===== src/rtl/tile_rom_arbiter.sv =====
// tile_rom_arbiter: shares the single tile graphics ROM port between the
// deadline-critical video tile fetch and the stall-tolerant CPU readback.
// Video wins arbitration; a streak counter hands the port to a waiting CPU
// request after STARVE_MAX consecutive video grants.
// Optional build macro: TILE_ROM_ARB_HITCACHE_EN adds a one-entry video
// last-address cache that answers repeated fetches without a memory access.
module tile_rom_arbiter #(
    parameter int AW         = 18,
    parameter int DW         = 32,
    parameter int STARVE_MAX = 4
) (
    input  logic          clk_main,
    input  logic          reset,
    input  logic          vid_req,
    input  logic [AW-1:0] vid_addr,
    output logic [DW-1:0] vid_dout,
    output logic          vid_valid,
    output logic          vid_drop,
    input  logic          cpu_req,
    input  logic [AW-1:0] cpu_addr,
    output logic [DW-1:0] cpu_dout,
    output logic          cpu_ack,
    output logic          mem_req,
    output logic [AW-1:0] mem_addr,
    input  logic [DW-1:0] mem_data,
    input  logic          mem_rdy
);

    typedef enum logic [1:0] {
        ST_IDLE = 2'd0,
        ST_VID  = 2'd1,
        ST_CPU  = 2'd2
    } state_t;

    localparam logic [3:0] STREAK_MAX = 4'(STARVE_MAX);

    state_t        state_reg;
    state_t        state_next;
    logic          grant_vid;
    logic          grant_cpu;

    logic          vid_pend_reg;
    logic [AW-1:0] vid_addr_reg;
    logic          vid_drop_reg;
    logic          cpu_done_reg;
    logic [3:0]    streak_reg;
    logic [AW-1:0] mem_addr_reg;
    logic [DW-1:0] vid_dout_reg;
    logic [DW-1:0] cpu_dout_reg;
    logic          vid_valid_reg;
    logic          cpu_ack_reg;

    // Completion of the transaction currently on the memory port. A mem_rdy
    // seen while idle (e.g. a straggler after reset) matches neither.
    logic          vid_fin;
    logic          cpu_fin;
    logic          vid_hit;
    logic          vid_new;
    logic          vid_pend_eff;
    logic [AW-1:0] vid_addr_eff;
    logic          cpu_pend;

    assign vid_fin = (state_reg == ST_VID) && mem_rdy;
    assign cpu_fin = (state_reg == ST_CPU) && mem_rdy;

`ifdef TILE_ROM_ARB_HITCACHE_EN
    logic [AW-1:0] last_addr_reg;
    logic          cache_valid_reg;

    // A hit is refused on the cycle a video fetch completes, because the
    // held data is about to be replaced by a different address.
    assign vid_hit = vid_req && cache_valid_reg && !vid_fin
                  && (vid_addr == last_addr_reg);

    // Remember the address whose data vid_dout currently holds.
    always_ff @(posedge clk_main) begin
        if (reset) begin
            last_addr_reg   <= '0;
            cache_valid_reg <= 1'b0;
        end else if (vid_fin) begin
            last_addr_reg   <= mem_addr_reg;
            cache_valid_reg <= 1'b1;
        end
    end
`else
    assign vid_hit = 1'b0;
`endif

    // Requests that need the memory port; a same-cycle strobe is folded in
    // so an idle arbiter raises mem_req on the very next cycle.
    assign vid_new      = vid_req && !vid_hit;
    assign vid_pend_eff = vid_pend_reg || vid_new;
    assign vid_addr_eff = vid_new ? vid_addr : vid_addr_reg;
    assign cpu_pend     = cpu_req && !cpu_done_reg;

    // FSM state register.
    always_ff @(posedge clk_main) begin
        if (reset) begin
            state_reg <= ST_IDLE;
        end else begin
            state_reg <= state_next;
        end
    end

    // Arbitration and next-state: grants are only made from IDLE, and a
    // busy state is held until the memory answers.
    always_comb begin
        state_next = state_reg;
        grant_vid  = 1'b0;
        grant_cpu  = 1'b0;
        case (state_reg)
            ST_IDLE: begin
                if (cpu_pend && (!vid_pend_eff || (streak_reg == STREAK_MAX))) begin
                    state_next = ST_CPU;
                    grant_cpu  = 1'b1;
                end else if (vid_pend_eff) begin
                    state_next = ST_VID;
                    grant_vid  = 1'b1;
                end
            end
            ST_VID: begin
                if (mem_rdy) begin
                    state_next = ST_IDLE;
                end
            end
            ST_CPU: begin
                if (mem_rdy) begin
                    state_next = ST_IDLE;
                end
            end
            default: begin
                state_next = ST_IDLE;
            end
        endcase
    end

    // Video pending slot: latest request wins, overwriting an unissued one
    // raises the sticky drop flag.
    always_ff @(posedge clk_main) begin
        if (reset) begin
            vid_pend_reg <= 1'b0;
            vid_addr_reg <= '0;
            vid_drop_reg <= 1'b0;
        end else begin
            if (grant_vid) begin
                vid_pend_reg <= 1'b0;
            end else if (vid_new) begin
                vid_pend_reg <= 1'b1;
            end
            if (vid_new) begin
                vid_addr_reg <= vid_addr;
            end
            if (vid_new && vid_pend_reg) begin
                vid_drop_reg <= 1'b1;
            end
        end
    end

    // Issue address, captured at grant so it stays fixed while mem_req is up.
    always_ff @(posedge clk_main) begin
        if (reset) begin
            mem_addr_reg <= '0;
        end else if (grant_vid) begin
            mem_addr_reg <= vid_addr_eff;
        end else if (grant_cpu) begin
            mem_addr_reg <= cpu_addr;
        end
    end

    // Starvation streak: counts video grants taken past a waiting CPU.
    always_ff @(posedge clk_main) begin
        if (reset) begin
            streak_reg <= 4'd0;
        end else if (!cpu_pend || grant_cpu) begin
            streak_reg <= 4'd0;
        end else if (grant_vid && (streak_reg < STREAK_MAX)) begin
            streak_reg <= streak_reg + 4'd1;
        end
    end

    // CPU re-arm: one ack per cpu_req assertion. Setting on completion (not
    // one cycle later) keeps IDLE from re-granting during the ack cycle.
    always_ff @(posedge clk_main) begin
        if (reset) begin
            cpu_done_reg <= 1'b0;
        end else if (!cpu_req) begin
            cpu_done_reg <= 1'b0;
        end else if (cpu_fin) begin
            cpu_done_reg <= 1'b1;
        end
    end

    // Return data and completion pulses for both requesters.
    always_ff @(posedge clk_main) begin
        if (reset) begin
            vid_dout_reg  <= '0;
            cpu_dout_reg  <= '0;
            vid_valid_reg <= 1'b0;
            cpu_ack_reg   <= 1'b0;
        end else begin
            vid_valid_reg <= vid_fin || vid_hit;
            cpu_ack_reg   <= cpu_fin;
            if (vid_fin) begin
                vid_dout_reg <= mem_data;
            end
            if (cpu_fin) begin
                cpu_dout_reg <= mem_data;
            end
        end
    end

    assign mem_req   = (state_reg != ST_IDLE);
    assign mem_addr  = mem_addr_reg;
    assign vid_dout  = vid_dout_reg;
    assign vid_valid = vid_valid_reg;
    assign vid_drop  = vid_drop_reg;
    assign cpu_dout  = cpu_dout_reg;
    assign cpu_ack   = cpu_ack_reg;

endmodule

===== config.mk =====
export PLATFORM = sky130hd
export DESIGN_NAME = tile_rom_arbiter
export DESIGN_NICKNAME = d
export VERILOG_FILES = /design/src/rtl/tile_rom_arbiter.sv
export SDC_FILE = /design/constraint.sdc
export NUM_CORES = 1
export LEC_CHECK = 0
export BUFFER_PORTS_ARGS = -buffer_cell sky130_fd_sc_hd__buf_2
export CAP_MARGIN = 20
export CORE_UTILIZATION = 35
export DETAILED_ROUTE_END_ITERATION = 16
export GPL_ROUTABILITY_DRIVEN = 0
export MAX_ROUTING_LAYER = met4
export SLEW_MARGIN = 25
export SYNTH_ARGS = -nofsm -noshare
export SYNTH_HDL_FRONTEND = slang
export SYNTH_SLANG_ARGS = --single-unit

===== constraint.sdc =====
create_clock -name clk_main -period 3.5 [get_ports clk_main]
set_input_delay 0.35 -clock clk_main [delete_from_list [all_inputs] [get_ports clk_main]]
set_output_delay 0.35 -clock clk_main [all_outputs]
set_load 0.005 [all_outputs]

==> results of run 1 <==
[cells in the final DEF, fill, tap and decap left out, types with 2 or more instances in the layout]
cell	netlist	routed
clkinvlp_4	0	2
a221o_1	18	18
nor2_1	45	45
a21oi_1	67	67
buf_4	1	6
nor3_1	4	4
and2_1	2	2
mux2i_1	19	19
clkbuf_8	0	2
ha_1	5	5
nand2_1	130	130
o211a_1	2	2
buf_2	4	158
dfxtp_1	111	111
clkbuf_16	0	9
nand2b_2	2	2
inv_1	6	6
[worst max path at each step]
stage                 start           end  cells past startpoint
6_report       state_reg[1]   mem_addr[9]                      6
5_1_grt        state_reg[0]   mem_addr[8]                      6
3_5_place_dp        vid_req  mem_addr[12]                      5
3_3_place_gp        vid_req   mem_addr[3]                      5
4_1_cts        state_reg[0]   mem_addr[9]                      6
2_1_floorplan  state_reg[0]  mem_addr[10]                      8
[worst max-delay path: stages (launching register included)]
cell	delay [ns]
dfxtp_1	0.32
inv_1	0.10
ha_1	0.22
inv_1	0.12
a21oi_4	0.19
nor2b_2	0.69
a221o_1	0.27
[area by class of cell]
type | count | area (µm²) | area share
clock inverter | 4 | 28.8 | 0.00556
timing repair buffer | 164 | 836 | 0.161
sequential | 111 | 2220 | 0.429
inverter | 6 | 22.5 | 0.00435
multi-input combinational | 308 | 1640 | 0.316
tap | 140 | 175 | 0.0338
clock buffer | 12 | 256 | 0.0495
[power breakdown]
group          total (W)  switching, W  internal [W]
registers        0.00136     0.0000296       0.00133
logic           0.000303      0.000169      0.000134
clock network   0.000986      0.000462      0.000524
[metrics by stage]
| stage | hold WS (ns) | instance area, µm² | worst slack, ns | instances | power [W] |
|---|---|---|---|---|---|
| after floorplan | 0.453 | 4020 | 1.86 | 455 | 0.00156 |
| after global placement | 0.439 | 4890 | 1.29 | 729 | 0.00169 |
| after detailed placement | 0.443 | 4890 | 1.21 | 729 | 0.00169 |
| after CTS | 0.204 | 5180 | 1.51 | 745 | 0.00268 |
| after global routing | 0.207 | 5180 | 1.32 | 745 | 0.00278 |
| final | 0.218 | 5180 | 1.52 | 745 | 0.00265 |
[per-layer routing]
| metal | vias to the layer above | GRT usage | routed length [µm] |
|---|---|---|---|
| met2 | 131 | 0.272 | 4540 |
| met3 | 12 | 0.0490 | 776 |
| li1 | 1803 | - | - |
| met1 | 1599 | 0.231 | 4800 |
| met4 | 0 | 0.0714 | 148 |
| met5 | - | - | 0 |
[kinds of logic (layout without fill, tap and decap cells)]
kind of cell	count (synthesis)	after routing	synth area share
mux	19	19	0.0473
fa+ha+maj	5	5	0.0156
compound gates	94	94	0.152
buf+inv	36	186	0.0396
xor+xnor	1	1	0.00218
simple gates	189	189	0.190
flops	111	111	0.553
==> impl_metrics.env, run 1 <==
export IMPL_numCtsBuffers=9
export IMPL_dp_hpwl_um=7070
export IMPL_die_height_um=109
export IMPL_synth_cells=455
export IMPL_r2r_end="mem_addr[9]"
export IMPL_yosysSeqAreaShare=0.553
export IMPL_status="completed"
export IMPL_vias=3545
export IMPL_leakage_nw=2.36
export IMPL_critPathCaptureType="flip-flop"
export IMPL_globalRouteTotalUtil=0.181
export IMPL_hold_end="mem_addr[11]"
export IMPL_cts_resized=0
export IMPL_synth_distinct_cells=30
export IMPL_report_final_setup_viol=0
export IMPL_clock_latency_ns=0.35
export IMPL_drc=0
export IMPL_syn_to_final_growth_pct=28.9
export IMPL_grt_pass1_wl_um=16000
export IMPL_n_antenna_cell=0
export IMPL_rows=38
export IMPL_portBuffers=158
export IMPL_relSlewSlack=0.475
export IMPL_coreArea_um2=11000
export IMPL_post_route_util=0.469
export IMPL_cts_clk_slew_worst_paths_ns=0.07
export IMPL_worst_ep_arrival_time_ns=2.27
export IMPL_grt_max_degree=78
export IMPL_r2r_start="state_reg[1]"
export IMPL_grt_setup_unrepaired="no"
export IMPL_critPathMaxFanout=18
export IMPL_synth_edf_count=0
export IMPL_yosys_area_top_type="dfxtp_1"
export IMPL_final_antenna_net_count=0
export IMPL_reg2reg_setup_slack_ns=1.52
export IMPL_die_w_um=109
export IMPL_ioPinCount=159
export IMPL_finClkSkew_ns=0.00534
export IMPL_yosys_area_top_type_share=0.553
export IMPL_synth_common_cells="130 x nand2_1, 111 x dfxtp_1, 67 x a21oi_1"
export IMPL_async_reset_ff_frac=0
export IMPL_wl_per_cell_um=13.8
export IMPL_post_synth_main_area_contributors="dfxtp_1 55%, nand2_1 12%, a21oi_1 8.3%"
export IMPL_hold_class="input pin to flip-flop"
export IMPL_cp_start_kind="flip-flop"
export IMPL_crit_type="flip-flop to flip-flop"
export IMPL_yosysMostFrequentCell="nand2_1"
export IMPL_slew_violations=0
export IMPL_hold_depth=2
export IMPL_reg2reg_depth=6
export IMPL_first_iter_violations=233
export IMPL_setup_tns_ns=0
export IMPL_cts_hold_fix_buffers=0
export IMPL_synth_area_um2=4020
export IMPL_cts_sinks=111
export IMPL_post_route_min_period_ns=1.98
export IMPL_post_route_period_util=0.564
export IMPL_vdd_drop_max_mv=0.311
export IMPL_fp_dieArea_um2=11900
export IMPL_max_freq_mhz=506
export IMPL_clockBufferDepth=2
export IMPL_post_cts_setup_buffer_count=0
export IMPL_avgSynthCellArea_um2=8.83
export IMPL_p_per_area_nw_per_um2=511
export IMPL_first_pass_iters=4
export IMPL_tightestPinTransition_ns=0.783
export IMPL_antenna_found_initial=0
export IMPL_yosysWarnings=0
export IMPL_start_util=0.364
export IMPL_finalWirelength_um=10300
export IMPL_grt_pass1_vias=3236
export IMPL_nets=678
export IMPL_fillers=1112
export IMPL_synth_net_count=533
export IMPL_h_tree_depth=3
export IMPL_finalHoldViolCount=0
export IMPL_cap_violations=0
export IMPL_drive_above_1_share=0.307
export IMPL_viasPerCell=4.76
export IMPL_ys_ff_latch=111
export IMPL_cts_tree="done"
export IMPL_grt_overflow_total=0
export IMPL_cts_root_buf="clkbuf_16"
export IMPL_worst_hold_startpoint="cpu_addr[11]"
export IMPL_ys_flop_type="dfxtp_1"
export IMPL_worstPathRequired_ns=3.79
(Power assumes the default switching activity.)
==> inputs of run 2 (changes only) <==
clock period = 2 ns   (was 3.5 ns; I/O delays follow)
==> impl_metrics.env, run 2 (synthesized netlist as in run 1, its figures left out) <==
export IMPL_cts_sinks=111
export IMPL_ioPinCount=159
export IMPL_first_iter_violations=180
export IMPL_finClkSkew_ns=0.00584
export IMPL_worstPathRequired_ns=2.23
export IMPL_die_height_um=109
export IMPL_leakage_nw=2.39
export IMPL_vias=3573
export IMPL_grt_max_degree=79
export IMPL_die_w_um=109
export IMPL_post_route_period_util=0.856
export IMPL_cts_tree="done"
export IMPL_h_tree_depth=3
export IMPL_finalHoldViolCount=0
export IMPL_cts_root_buf="clkbuf_16"
export IMPL_layout_common_cells="158 x buf_2, 130 x nand2_1, 111 x dfxtp_1, 67 x a21oi_1, 45 x nor2_1"
export IMPL_final_antenna_net_count=0
export IMPL_n_antenna_cell=0
export IMPL_crit_type="flip-flop to flip-flop"
export IMPL_dp_hpwl_um=7350
export IMPL_cpMaxStageDelayCell="dfxtp_1"
export IMPL_p_per_area_nw_per_um2=885
export IMPL_cts_clk_slew_worst_paths_ns=0.07
export IMPL_syn_to_final_growth_pct=29.9
export IMPL_cp_num_buf_inv=2
export IMPL_grt_setup_unrepaired="no"
export IMPL_cts_hold_fix_buffers=0
export IMPL_hold_class="input pin to flip-flop"
export IMPL_relSlewSlack=0.451
export IMPL_status="completed"
export IMPL_fin_ws_ns=0.289
export IMPL_portBuffers=158
export IMPL_max_freq_mhz=584
export IMPL_slowest_delay_ns=0.37
export IMPL_path_delay_family="compound AO/OA/AOI/OAI gates"
export IMPL_worstPathCellList="inv_1 > ha_1 > nand3b_4 > a21oi_4 > nor2b_2 > buf_4 > a221o_1"
export IMPL_post_place_ws_ns=0.316
export IMPL_coreArea_um2=11000
export IMPL_rows=38
export IMPL_cts_resized=0
export IMPL_drc=0
export IMPL_finalWirelength_um=10300
export IMPL_cap_violations=0
export IMPL_setup_tns_ns=0
export IMPL_globalRouteTotalUtil=0.181
export IMPL_worst_ep_arrival_time_ns=1.94
export IMPL_grt_pass1_vias=3376
export IMPL_first_pass_iters=4
export IMPL_numCtsBuffers=9
export IMPL_nets=684
export IMPL_cp_start_kind="flip-flop"
export IMPL_start_util=0.364
export IMPL_critPathCaptureType="flip-flop"
export IMPL_slew_violations=0
export IMPL_clock_latency_ns=0.34
export IMPL_grt_overflow_total=0
export IMPL_drive_above_1_share=0.314
export IMPL_viasPerCell=4.77
export IMPL_vdd_drop_max_mv=0.539
export IMPL_grt_pass1_wl_um=16100
export IMPL_fp_dieArea_um2=11900
export IMPL_final_common_cell="buf_2"
export IMPL_post_cts_setup_buffer_count=0
export IMPL_wl_per_cell_um=13.8
export IMPL_tightestPinTransition_ns=0.823
export IMPL_antenna_found_initial=0
export IMPL_post_route_min_period_ns=1.71
export IMPL_critPathMaxFanout=18
export IMPL_clockBufferDepth=2
export IMPL_report_final_setup_viol=0
[run 2: final timing paths]
kind                               startpoint  slack [ns]            to  cells after the start
worst max-delay path            streak_reg[0]        0.29  mem_addr[11]                      7
worst max register to register  streak_reg[0]        0.29  mem_addr[11]                      7
worst min register to register   vid_dout[26]        0.45  vid_dout[26]                      2
worst min-delay path              cpu_addr[6]        0.08   mem_addr[6]                      2
[run 2: area by class of cell]
cell class / count / area, µm²
Timing Repair Buffer: 170 / 881
Tap cell: 140 / 175
Fill cell: 1120 / 5810
Clock buffer: 12 / 267
Sequential cell: 111 / 2220
Multi-Input combinational cell: 308 / 1640
Clock inverter: 2 / 16.3
Inverter: 6 / 22.5
[run 2: per-stage QoR]
step | cell area [µm²] | std cells | total power (W) | hold slack [ns] | util
2_1_floorplan | 4020 | 455 | 0.00272 | 0.333 | -
3_3_place_gp | 4940 | 735 | 0.00296 | 0.425 | 0.448
3_5_place_dp | 4940 | 735 | 0.00297 | 0.432 | 0.448
4_1_cts | 5220 | 749 | 0.00467 | 0.0622 | 0.473
5_1_grt | 5220 | 749 | 0.00482 | 0.0700 | 0.473
6_report | 5220 | 749 | 0.00462 | 0.0767 | 0.473
[run 2: routing by layer]
layer / track usage / vias to the layer above / share of wire / routed length [µm]
li1: - / 1810 / - / -
met5: - / - / 0 / 0
met2: 0.301 / 135 / 0.47 / 4840
met4: 0.0618 / 0 / 0.012 / 120
met3: 0.0604 / 13 / 0.093 / 957
met1: 0.204 / 1615 / 0.43 / 4410
[run 2: power by group]
group | internal [W] | switching, W | total (W)
combinational | 0.000244 | 0.000299 | 0.000542
clock | 0.000936 | 0.000763 | 0.00170
sequential | 0.00232 | 0.0000534 | 0.00238
[run 2: worst reg2reg max path: cells and delay by family, from the launching register on]
kind	cells	cell delay [ns]
AOI/OAI and AO/OA	2	0.46
DFF	1	0.37
and+or+nand+nor	2	0.28
buffers and inverters	2	0.25
adders and majority gates	1	0.23
